`config.mk`:
```
export PLATFORM = sky130hd
export DESIGN_NAME = zp_mem_fill_arbiter
export DESIGN_NICKNAME = d
export VERILOG_FILES = /design/src/rtl/zp_mem_fill_arbiter.sv
export SDC_FILE = /design/constraint.sdc
export NUM_CORES = 1
export LEC_CHECK = 0
export ABC_AREA = 1
export BUFFER_PORTS_ARGS = -buffer_cell sky130_fd_sc_hd__buf_4
export CAP_MARGIN = 20
export CORE_AREA = 2 2 209 211
export DETAILED_ROUTE_END_ITERATION = 12
export DIE_AREA = 0 0 211 213
export MAX_ROUTING_LAYER = met4
export PLACE_DENSITY = 0.35
export SYNTH_ARGS = -nofsm -noshare
export SYNTH_HDL_FRONTEND = slang
export SYNTH_SLANG_ARGS = --single-unit
```
`constraint.sdc`:
```
create_clock -name clk_i -period 3.24 [get_ports clk_i]
set_input_delay 0.648 -clock clk_i [delete_from_list [all_inputs] [get_ports clk_i]]
set_output_delay 0.648 -clock clk_i [all_outputs]
set_load 0.005 [all_outputs]
```
`src/rtl/zp_mem_fill_arbiter.sv`:
```
// Round-robin arbiter sharing one BedRock memory fill port; header +1 cycle, data and response
// combinational. Granted transactions lock the port until done; responses steer by an ID FIFO head.

module zp_mem_fill_id_fifo #(
  parameter int width_p = 1,
  parameter int els_p   = 4
) (
  input  logic               clk_i,
  input  logic               reset_n_i,
  input  logic               push_i,
  input  logic [width_p-1:0] data_i,
  input  logic               pop_i,
  output logic [width_p-1:0] data_o,
  output logic               full_o,
  output logic               empty_o
);
  localparam int ptr_w_lp = (els_p > 1) ? $clog2(els_p) : 1;

  logic [width_p-1:0]  mem_q [els_p];
  logic [ptr_w_lp-1:0] wr_ptr_q, rd_ptr_q;
  logic [ptr_w_lp:0]   count_q;
  logic                push_ok, pop_ok;

  assign full_o  = (count_q == (ptr_w_lp+1)'(els_p));
  assign empty_o = (count_q == '0);
  assign data_o  = mem_q[rd_ptr_q];
  assign pop_ok  = pop_i & ~empty_o;
  // A pop in the same cycle frees the slot, so a push onto a full FIFO is still legal.
  assign push_ok = push_i & (~full_o | pop_ok);

  always_ff @(posedge clk_i) begin
    if (push_ok) mem_q[wr_ptr_q] <= data_i;
  end

  always_ff @(posedge clk_i or negedge reset_n_i) begin
    if (!reset_n_i) begin
      wr_ptr_q <= '0;
      rd_ptr_q <= '0;
      count_q  <= '0;
    end else begin
      if (push_ok) wr_ptr_q <= wr_ptr_q + 1'b1;
      if (pop_ok)  rd_ptr_q <= rd_ptr_q + 1'b1;
      if (push_ok != pop_ok) count_q <= push_ok ? count_q + 1'b1 : count_q - 1'b1;
    end
  end
endmodule

module zp_mem_fill_arbiter #(
  parameter int num_req_p     = 2,
  parameter int hdr_width_p   = 64,
  parameter int data_width_p  = 64,
  parameter int id_fifo_els_p = 4
) (
  input  logic                              clk_i,
  input  logic                              reset_n_i,
  input  logic [num_req_p*hdr_width_p-1:0]  req_hdr_i,
  input  logic [num_req_p-1:0]              req_has_data_i,
  input  logic [num_req_p-1:0]              req_hdr_v_i,
  output logic [num_req_p-1:0]              req_hdr_ready_and_o,
  input  logic [num_req_p*data_width_p-1:0] req_data_i,
  input  logic [num_req_p-1:0]              req_data_v_i,
  input  logic [num_req_p-1:0]              req_last_i,
  output logic [num_req_p-1:0]              req_data_ready_and_o,
  output logic [hdr_width_p-1:0]            mem_hdr_o,
  output logic                              mem_hdr_v_o,
  input  logic                              mem_hdr_ready_and_i,
  output logic [data_width_p-1:0]           mem_data_o,
  output logic                              mem_data_v_o,
  output logic                              mem_last_o,
  input  logic                              mem_data_ready_and_i,
  input  logic [data_width_p-1:0]           mem_resp_data_i,
  input  logic                              mem_resp_v_i,
  input  logic                              mem_resp_last_i,
  output logic                              mem_resp_ready_and_o,
  output logic [data_width_p-1:0]           resp_data_o,
  output logic [num_req_p-1:0]              resp_v_o,
  output logic                              resp_last_o,
  input  logic [num_req_p-1:0]              resp_ready_and_i
);
  localparam int id_w_lp = $clog2(num_req_p);

  localparam logic [1:0] E_IDLE = 2'd0;
  localparam logic [1:0] E_HDR  = 2'd1;
  localparam logic [1:0] E_DATA = 2'd2;

  logic [1:0]              state_q, state_d;
  logic [id_w_lp-1:0]      grant_q, grant_d;
  logic [id_w_lp-1:0]      rr_ptr_q, rr_ptr_d;
  logic [hdr_width_p-1:0]  hdr_arr  [num_req_p];
  logic [data_width_p-1:0] data_arr [num_req_p];

  logic                    fifo_full, fifo_empty, fifo_push, fifo_pop;
  logic [id_w_lp-1:0]      fifo_head;
  logic                    hdr_hs, data_hs;
  logic                    pick_v;
  logic [id_w_lp-1:0]      pick_idx, grant_next;
  logic [id_w_lp:0]        cand;

  for (genvar g = 0; g < num_req_p; g++) begin : g_unpack
    assign hdr_arr[g]  = req_hdr_i[g*hdr_width_p +: hdr_width_p];
    assign data_arr[g] = req_data_i[g*data_width_p +: data_width_p];
  end

  // Scan offsets from far to near so the requester closest to rr_ptr wins.
  always_comb begin
    pick_v   = |req_hdr_v_i;
    pick_idx = '0;
    cand     = '0;
    for (int i = num_req_p - 1; i >= 0; i--) begin
      cand = {1'b0, rr_ptr_q} + (id_w_lp+1)'(i);
      if (cand >= (id_w_lp+1)'(num_req_p)) cand = cand - (id_w_lp+1)'(num_req_p);
      if (req_hdr_v_i[cand[id_w_lp-1:0]]) pick_idx = cand[id_w_lp-1:0];
    end
  end

  assign grant_next = (grant_q == id_w_lp'(num_req_p - 1)) ? '0 : grant_q + 1'b1;
  assign hdr_hs     = (state_q == E_HDR) & req_hdr_v_i[grant_q] & mem_hdr_ready_and_i;
  assign data_hs    = (state_q == E_DATA) & req_data_v_i[grant_q] & mem_data_ready_and_i;

  always_comb begin
    state_d  = state_q;
    grant_d  = grant_q;
    rr_ptr_d = rr_ptr_q;
    case (state_q)
      E_IDLE: begin
        if (pick_v && !fifo_full) begin
          grant_d = pick_idx;
          state_d = E_HDR;
        end
      end
      E_HDR: begin
        if (hdr_hs) begin
          rr_ptr_d = grant_next;
          state_d  = req_has_data_i[grant_q] ? E_DATA : E_IDLE;
        end
      end
      E_DATA: begin
        if (data_hs && req_last_i[grant_q]) state_d = E_IDLE;
      end
      default: state_d = E_IDLE;
    endcase
  end

  always_ff @(posedge clk_i or negedge reset_n_i) begin
    if (!reset_n_i) begin
      state_q  <= E_IDLE;
      grant_q  <= '0;
      rr_ptr_q <= '0;
    end else begin
      state_q  <= state_d;
      grant_q  <= grant_d;
      rr_ptr_q <= rr_ptr_d;
    end
  end

  always_comb begin
    req_hdr_ready_and_o  = '0;
    req_data_ready_and_o = '0;
    if (state_q == E_HDR)  req_hdr_ready_and_o[grant_q]  = mem_hdr_ready_and_i;
    if (state_q == E_DATA) req_data_ready_and_o[grant_q] = mem_data_ready_and_i;
  end

  assign mem_hdr_o    = hdr_arr[grant_q];
  assign mem_hdr_v_o  = (state_q == E_HDR) & req_hdr_v_i[grant_q];
  assign mem_data_o   = data_arr[grant_q];
  assign mem_data_v_o = (state_q == E_DATA) & req_data_v_i[grant_q];
  assign mem_last_o   = (state_q == E_DATA) & req_last_i[grant_q];

  // Responses return in order, so the FIFO head is always the owner of the current stream.
  assign fifo_push            = hdr_hs;
  assign mem_resp_ready_and_o = ~fifo_empty & resp_ready_and_i[fifo_head];
  assign fifo_pop             = mem_resp_v_i & mem_resp_ready_and_o & mem_resp_last_i;
  assign resp_data_o          = mem_resp_data_i;
  assign resp_last_o          = mem_resp_last_i & ~fifo_empty;

  always_comb begin
    resp_v_o            = '0;
    resp_v_o[fifo_head] = mem_resp_v_i & ~fifo_empty;
  end

  zp_mem_fill_id_fifo #(
    .width_p (id_w_lp),
    .els_p   (id_fifo_els_p)
  ) u_id_fifo (
    .clk_i     (clk_i),
    .reset_n_i (reset_n_i),
    .push_i    (fifo_push),
    .data_i    (grant_q),
    .pop_i     (fifo_pop),
    .data_o    (fifo_head),
    .full_o    (fifo_full),
    .empty_o   (fifo_empty)
  );
endmodule

```
* Yosys cells after proc, flatten, opt, wreduce, memory -nomap -nowiden
Memories as Yosys holds them, arrays and structs flattened.
Index checks and enable logic that the tools add are counted.
W data, S select, Z words.
** Word-level totals
- Memories :: 1
- Output and inout port bits :: 203
- Word-level logic and storage cells :: 100
- RAM bits :: 4
- Register bits after elaboration :: 11
** Cells by class
- Equality and inequality tests :: 7
- Bitwise gates (word level) :: 19
- Reductions and logical operators :: 11
- Add/sub/neg operators :: 8
- $lt $le $gt $ge :: 9
- Muxes and demuxes :: 39
** Memory list
- u_id_fifo.mem_q :: depth 4, bits a word 1, rd ports 1, clocked after Yosys merged registers in 0, wr ports 1, RTL line 19 : logic [width_p-1:0] mem_q [els_p];
** Operators with widths (count)
- $mux W64 :: 6
- $mux W1 :: 23
- $and A1 B1 Y1 :: 12
- $mux W2 :: 6
- $lt A1 B2 Y1 const B :: 4
- $and A2 B2 Y2 :: 3
- $pmux W2 S3 :: 1
- $add A2 B1 Y2 const B :: 2
- $ge A2 B2 Y1 const B :: 2
- $logic_and A1 B1 Y1 :: 4
- $ne A2 B1 Y1 const B :: 2
- $reduce_and A2 Y1 :: 2
- $add A3 B1 Y3 const B :: 1
- $eq A3 B3 Y1 const B :: 1
- $logic_not A3 Y1 :: 1
- $mux W3 :: 1
- $reduce_and A3 Y1 :: 1
- $sub A3 B1 Y3 const B :: 1
- $add A1 B1 Y2 const B :: 1
- $demux W1 S1 :: 2
- $eq A2 B1 Y1 const B :: 1
- $eq A2 B2 Y1 const B :: 1
- $ge A1 B1 Y1 const B :: 2
- $ge A1 B2 Y1 const B :: 1
- other kinds (10) :: 12

* Longest topological paths before layout
An unclocked memory read counts as a cell.
- Word-level depth :: 11
- Depth in mapped cells :: 15
- Depth with buffers taken out :: 15

* Hierarchy
Synthesis repeated with hierarchy kept, for this count alone.
** Second synthesis, totals
- Cell total of the unflattened synthesis :: 615
- Area, all modules :: 3069.2 um2
** Modules (own cells, without submodules)
- zp_mem_fill_arbiter :: area each 2422.3 um2, cells an instance 542, seq. area each 100.1 um2, instances 1
- zp_mem_fill_id_fifo :: area each 646.9 um2, cells an instance 73, seq. area each 295.3 um2, instances 1

* Worst setup path after synthesis
Ideal clock, no wire load.
- Path type :: input port to flip-flop
- From :: input port req_hdr_v_i[0]
- To :: register u_id_fifo.count_q[2]
- Cell stages on the path :: 12
- Arrival time :: 2003 ps
- Path slack :: 1121 ps
- Cells stage by stage :: inv_1 > o21ai_1 > nand2_2 > nor2_8 > nand2_1 > inv_2 > nor2_8 > fa_1 > nand2_1 > nand3_1 > nand2_1 > nand2_1
** On the way
- Word-level cells in the longest chain between the ends :: 6
- Elaborated cells between the ends (all ways) :: 7
- Those cells by class :: eq/ne (1); mux (3); bitwise (3)
** Ends and longest elaborated chain
- start: declaration :: RTL line 58 : input logic [num_req_p-1:0] req_hdr_v_i,
- $mux W1 (not written as such) (*) (2 in a row) :: RTL line 117 : assign hdr_hs = (state_q == E_HDR) & req_hdr_v_i[grant_q] & mem_hdr_ready_and_i;
- $and A1 B1 Y1 (*) (2 in a row) :: RTL line 117
- $and A1 B1 Y1 (*) :: RTL line 29 : assign push_ok = push_i & (~full_o | pop_ok);
- $mux W3 / $ne A1 B1 Y1 (equally long branches) :: RTL line 43 : if (push_ok != pop_ok) count_q <= push_ok ? count_q + 1'b1 : count_q - 1'b1;
- end signal: assignment :: RTL line 43
- end: declaration :: RTL line 21 : logic [ptr_w_lp:0] count_q;
Mark *: on every way between the ends. The rest lies on a longest branch, timed or not. The select of a mux whose other input is x is not followed.
A chain may end at the register's enable or synchronous reset.

* Worst setup path after layout
- From :: register grant_q
- To :: output port mem_hdr_o[32]
** On the way
- Word-level cells in the longest chain between the ends :: 4
** Ends and longest elaborated chain
- start: declaration :: RTL line 87 : logic [id_w_lp-1:0] grant_q, grant_d;
- start signal: assignment :: RTL line 151 : grant_q <= grant_d;
- $not A1 Y2 (not written as such) :: RTL line 163 : assign mem_hdr_o = hdr_arr[grant_q];
- $mux W64 (not written as such) (3 in a row) :: RTL line 163
- end: declaration :: RTL line 64 : output logic [hdr_width_p-1:0] mem_hdr_o,
No other way between the ends. The select of a mux whose other input is x is not followed.

==> flow_summary_export.csv <==
group,metric,value,unit
logic_synthesis,syn_area,3130,µm²
power,power_report.internal_total,1.79,mW
power,ir_worst_vdd,450,µV
critical_path,arrival,1.96,ns
power,pwr-share-clk,0.070,
timing,fin_crit,2.61,ns
placement,io_buffers,410,
timing,rsz0062_at_grt,"no",
final_layout,drive_above_1_share,0.484,
clock_network,cts_resized,0,
global_routing,grt_pass1_vias,4402,
clock_network,cts.reportedPaths.clkPinSlew,0.05,ns
logic_synthesis,ys_ff_latch,15,
route,wl_per_cell,13.1,µm
logic_synthesis,synth.largest_area_cell,"nand2_1",
logic_synthesis,syn-num-nets,940,
floorplanning,die_x,211,µm
final_layout,layout.nets,1267,
route,drt_wl_total,19300,µm
global_routing,grt_max_degree,81,
timing,slew_viol_final,0,
power,p_per_area,538,nW/µm²
timing,setup_viol,0,
power,switching_share,0.481,
logic_synthesis,async_reset_ff_frac,0.733,
clock_network,htree_num_levels,1,
floorplanning,coreArea,42700,µm²
route,antenna_left,0,
critical_path,max_stage_delay,0.53,ns
final_layout,nFillCells,4945,
global_routing,grt_usage,0.0792,
final_layout,multi_input_comb_area,2030,µm²
logic_synthesis,yosysMostFrequentCell,"nand2_1",
power,p_switching,1.66,mW
final_layout,stdcell_count,1471,
logic_synthesis,synth_warnings,0,
clock_network,cts_tree,"done",
clock_network,cts-hold-fix-buffers,0,
power,p_comb_frac,0.828,
clock_network,post-cts-setup-buffers,0,
floorplanning,dieArea,44900,µm²
floorplanning,initial_core_util,0.0733,
timing,hold_viol_final,0,
logic_synthesis,yosys-top-cells-count,"408 x nand2_1, 65 x buf_4, 19 x inv_1, 15 x buf_2, 13 x clkbuf_1",
critical_path,endpoint_kind,"output pin",
critical_path,crit_type,"flip-flop to output pin",
route,drc_errors,0,
critical_path,startpoint_type,"flip-flop",
timing,fin_worst_skew,0.00550,ns
power,leakage,3.72,nW
floorplanning,io_pins,539,
placement,gp_congestion,0.808,
timing,timing.final.crit_share,0.806,
clock_network,cts_root_buf,"clkbuf_16",
logic_synthesis,synth_cell_type_count,33,
logic_synthesis,avgSynthCellArea,5.23,µm²
route,drt-initial-drc-count,236,
clock_network,clk_latency,0.24,ns
route,routed_via_density,3.12,
job,maxCapViolations,0,
clock_network,clock_path_buffers,2,
clock_network,cts_buffers,3,
timing,tightest_slew,0.633,ns
critical_path,critPathMaxFanout,51,
global_routing,overflow,0,
critical_path,worstPathCellList,"inv_4, buf_4, nand2_1, nand2_1, buf_4",
critical_path,required,2.59,ns
logic_synthesis,yosysSeqAreaShare,0.126,
clock_network,clock-sinks,15,
floorplanning,rows,76,
logic_synthesis,synth_edf_count,4,
final_layout,regArea,399,µm²
min_path,hold_path_class,"input port to async pin",
placement,hpwl,16700,µm
route,firstDrtPassIters,4,
placement,dpl.cell_count,1467,
logic_synthesis,synth_ff_type,"dfrtp_1",
floorplanning,die_y,213,µm
logic_synthesis,synthTopCellsByArea,"nand2_1 49%, buf_4 16%, dfrtp_1 8.8%",
logic_synthesis,synth_cells,599,
route,via_count,4596,
final_layout,num_antenna_cells,0,
logic_synthesis,synth.top_cell.area_share,0.489,
final_layout,area_delta_synth_final,105,%
timing,fmax,0.383,GHz
global_routing,grt_pass1_wl,26500,µm
timing,slew_headroom,0.578,
power,power_frac_seq,0.102,
global_routing,antenna_found_initial,0,
critical_path,crit_slowest_cell,"dfrtp_4",
timing,fin_setup_tns,0,ns
outcome,status,"finished clean",
==> flip-flops by register name, indices dropped and copies added (netlist names) <==
register and count:
state_q 2, u_id_fifo.mem_q 4, rr_ptr_q 1, u_id_fifo.rd_ptr_q 2, grant_q 1, u_id_fifo.wr_ptr_q 2
u_id_fifo.count_q 3
==> cells by family after synthesis <==
kind of cell	synth area share
multiplexers	0.00640
buffers and inverters	0.225
XOR/XNOR	0.00560
AO/OA/AOI/OAI	0.0204
flip-flops	0.126
AND/OR/NAND/NOR	0.594
adder cells (fa/ha/maj)	0.0224
==> critical path: cells and delay by family, from the launching register on <==
| family | cells | cell delay, ns |
|---|---|---|
| flip-flops | 1 | 0.53 |
| AND/OR/NAND/NOR | 2 | 0.19 |
| buffers and inverters | 3 | 0.91 |
==> routing by layer <==
layer | wire length (µm) | vias to the layer above | global-route usage
met5 | 0 | - | -
met4 | 552 | 0 | 0.0221
met3 | 1410 | 40 | 0.0196
met2 | 9920 | 217 | 0.135
met1 | 7420 | 1968 | 0.0924
li1 | - | 2371 | -
==> layout by cell type (no fill, tap or decap) <==
cell type / instances
a21boi_0: 1
a21oi_1: 1
buf_12: 2
buf_4: 413
clkbuf_1: 1
clkbuf_16: 3
dfrtp_1: 10
dfrtp_4: 1
edfxtp_1: 4
fa_1: 1
ha_1: 4
inv_1: 19
inv_2: 3
inv_4: 2
mux2i_1: 2
nand2_1: 408
nand2_2: 6
nand2_4: 3
nand2_8: 1
nand3_1: 3
nand3_2: 2
nand3_4: 2
nand3b_1: 1
nand4_1: 1
nor2_1: 5
nor2_2: 6
nor2_4: 1
nor2_8: 3
nor3_1: 5
o2111ai_1: 1
o21ai_0: 6
o21ai_1: 1
o31ai_1: 1
xor2_1: 2
==> final cells by class <==
| type | instances | area share |
|---|---|---|
| repair buffers | 415 | 0.489 |
| multi-input cells | 467 | 0.316 |
| well taps | 546 | 0.106 |
| flip-flops and latches | 15 | 0.0621 |
| inverters | 24 | 0.0148 |
| clock buffers | 4 | 0.0123 |
==> power groups by stage <==
stage / registers [mW] / logic, mW / clock network, mW
floorplan: 0.329 / 1.43 / 0
global placement: 0.361 / 2.95 / 0
detailed placement: 0.356 / 2.92 / 0
CTS: 0.354 / 2.94 / 0.247
global route: 0.368 / 3.20 / 0.257
finish: 0.352 / 2.86 / 0.241
==> stage by stage <==
step	setup slack, ns	hold WS (ns)	utilization	cell area, µm²	power [mW]
after global routing	0.495	0.234	0.151	6430	3.83
after CTS	0.631	0.235	0.151	6430	3.54
after detailed placement	0.886	0.470	0.149	6350	3.28
after global placement	0.887	0.467	0.149	6350	3.31
final	0.629	0.233	0.151	6430	3.46
after floorplan	1.12	0.352	-	3130	1.76
==> worst paths after layout <==
kind | startpoint | endpoint | cells past startpoint | slack, ns
max | grant_q | mem_hdr_o[32] | 5 | 0.63
min | reset_n_i | u_id_fifo.wr_ptr_q[1] | 1 | 0.23
max reg2reg | grant_q | u_id_fifo.count_q[2] | 11 | 1.13
min reg2reg | u_id_fifo.count_q[2] | u_id_fifo.count_q[2] | 2 | 0.48
max in group asynchronous | reset_n_i | grant_q | 1 | 2.83
min in group clk_i | u_id_fifo.count_q[2] | u_id_fifo.count_q[2] | 2 | 0.48
Note: power is estimated with default switching activity, not from simulation.
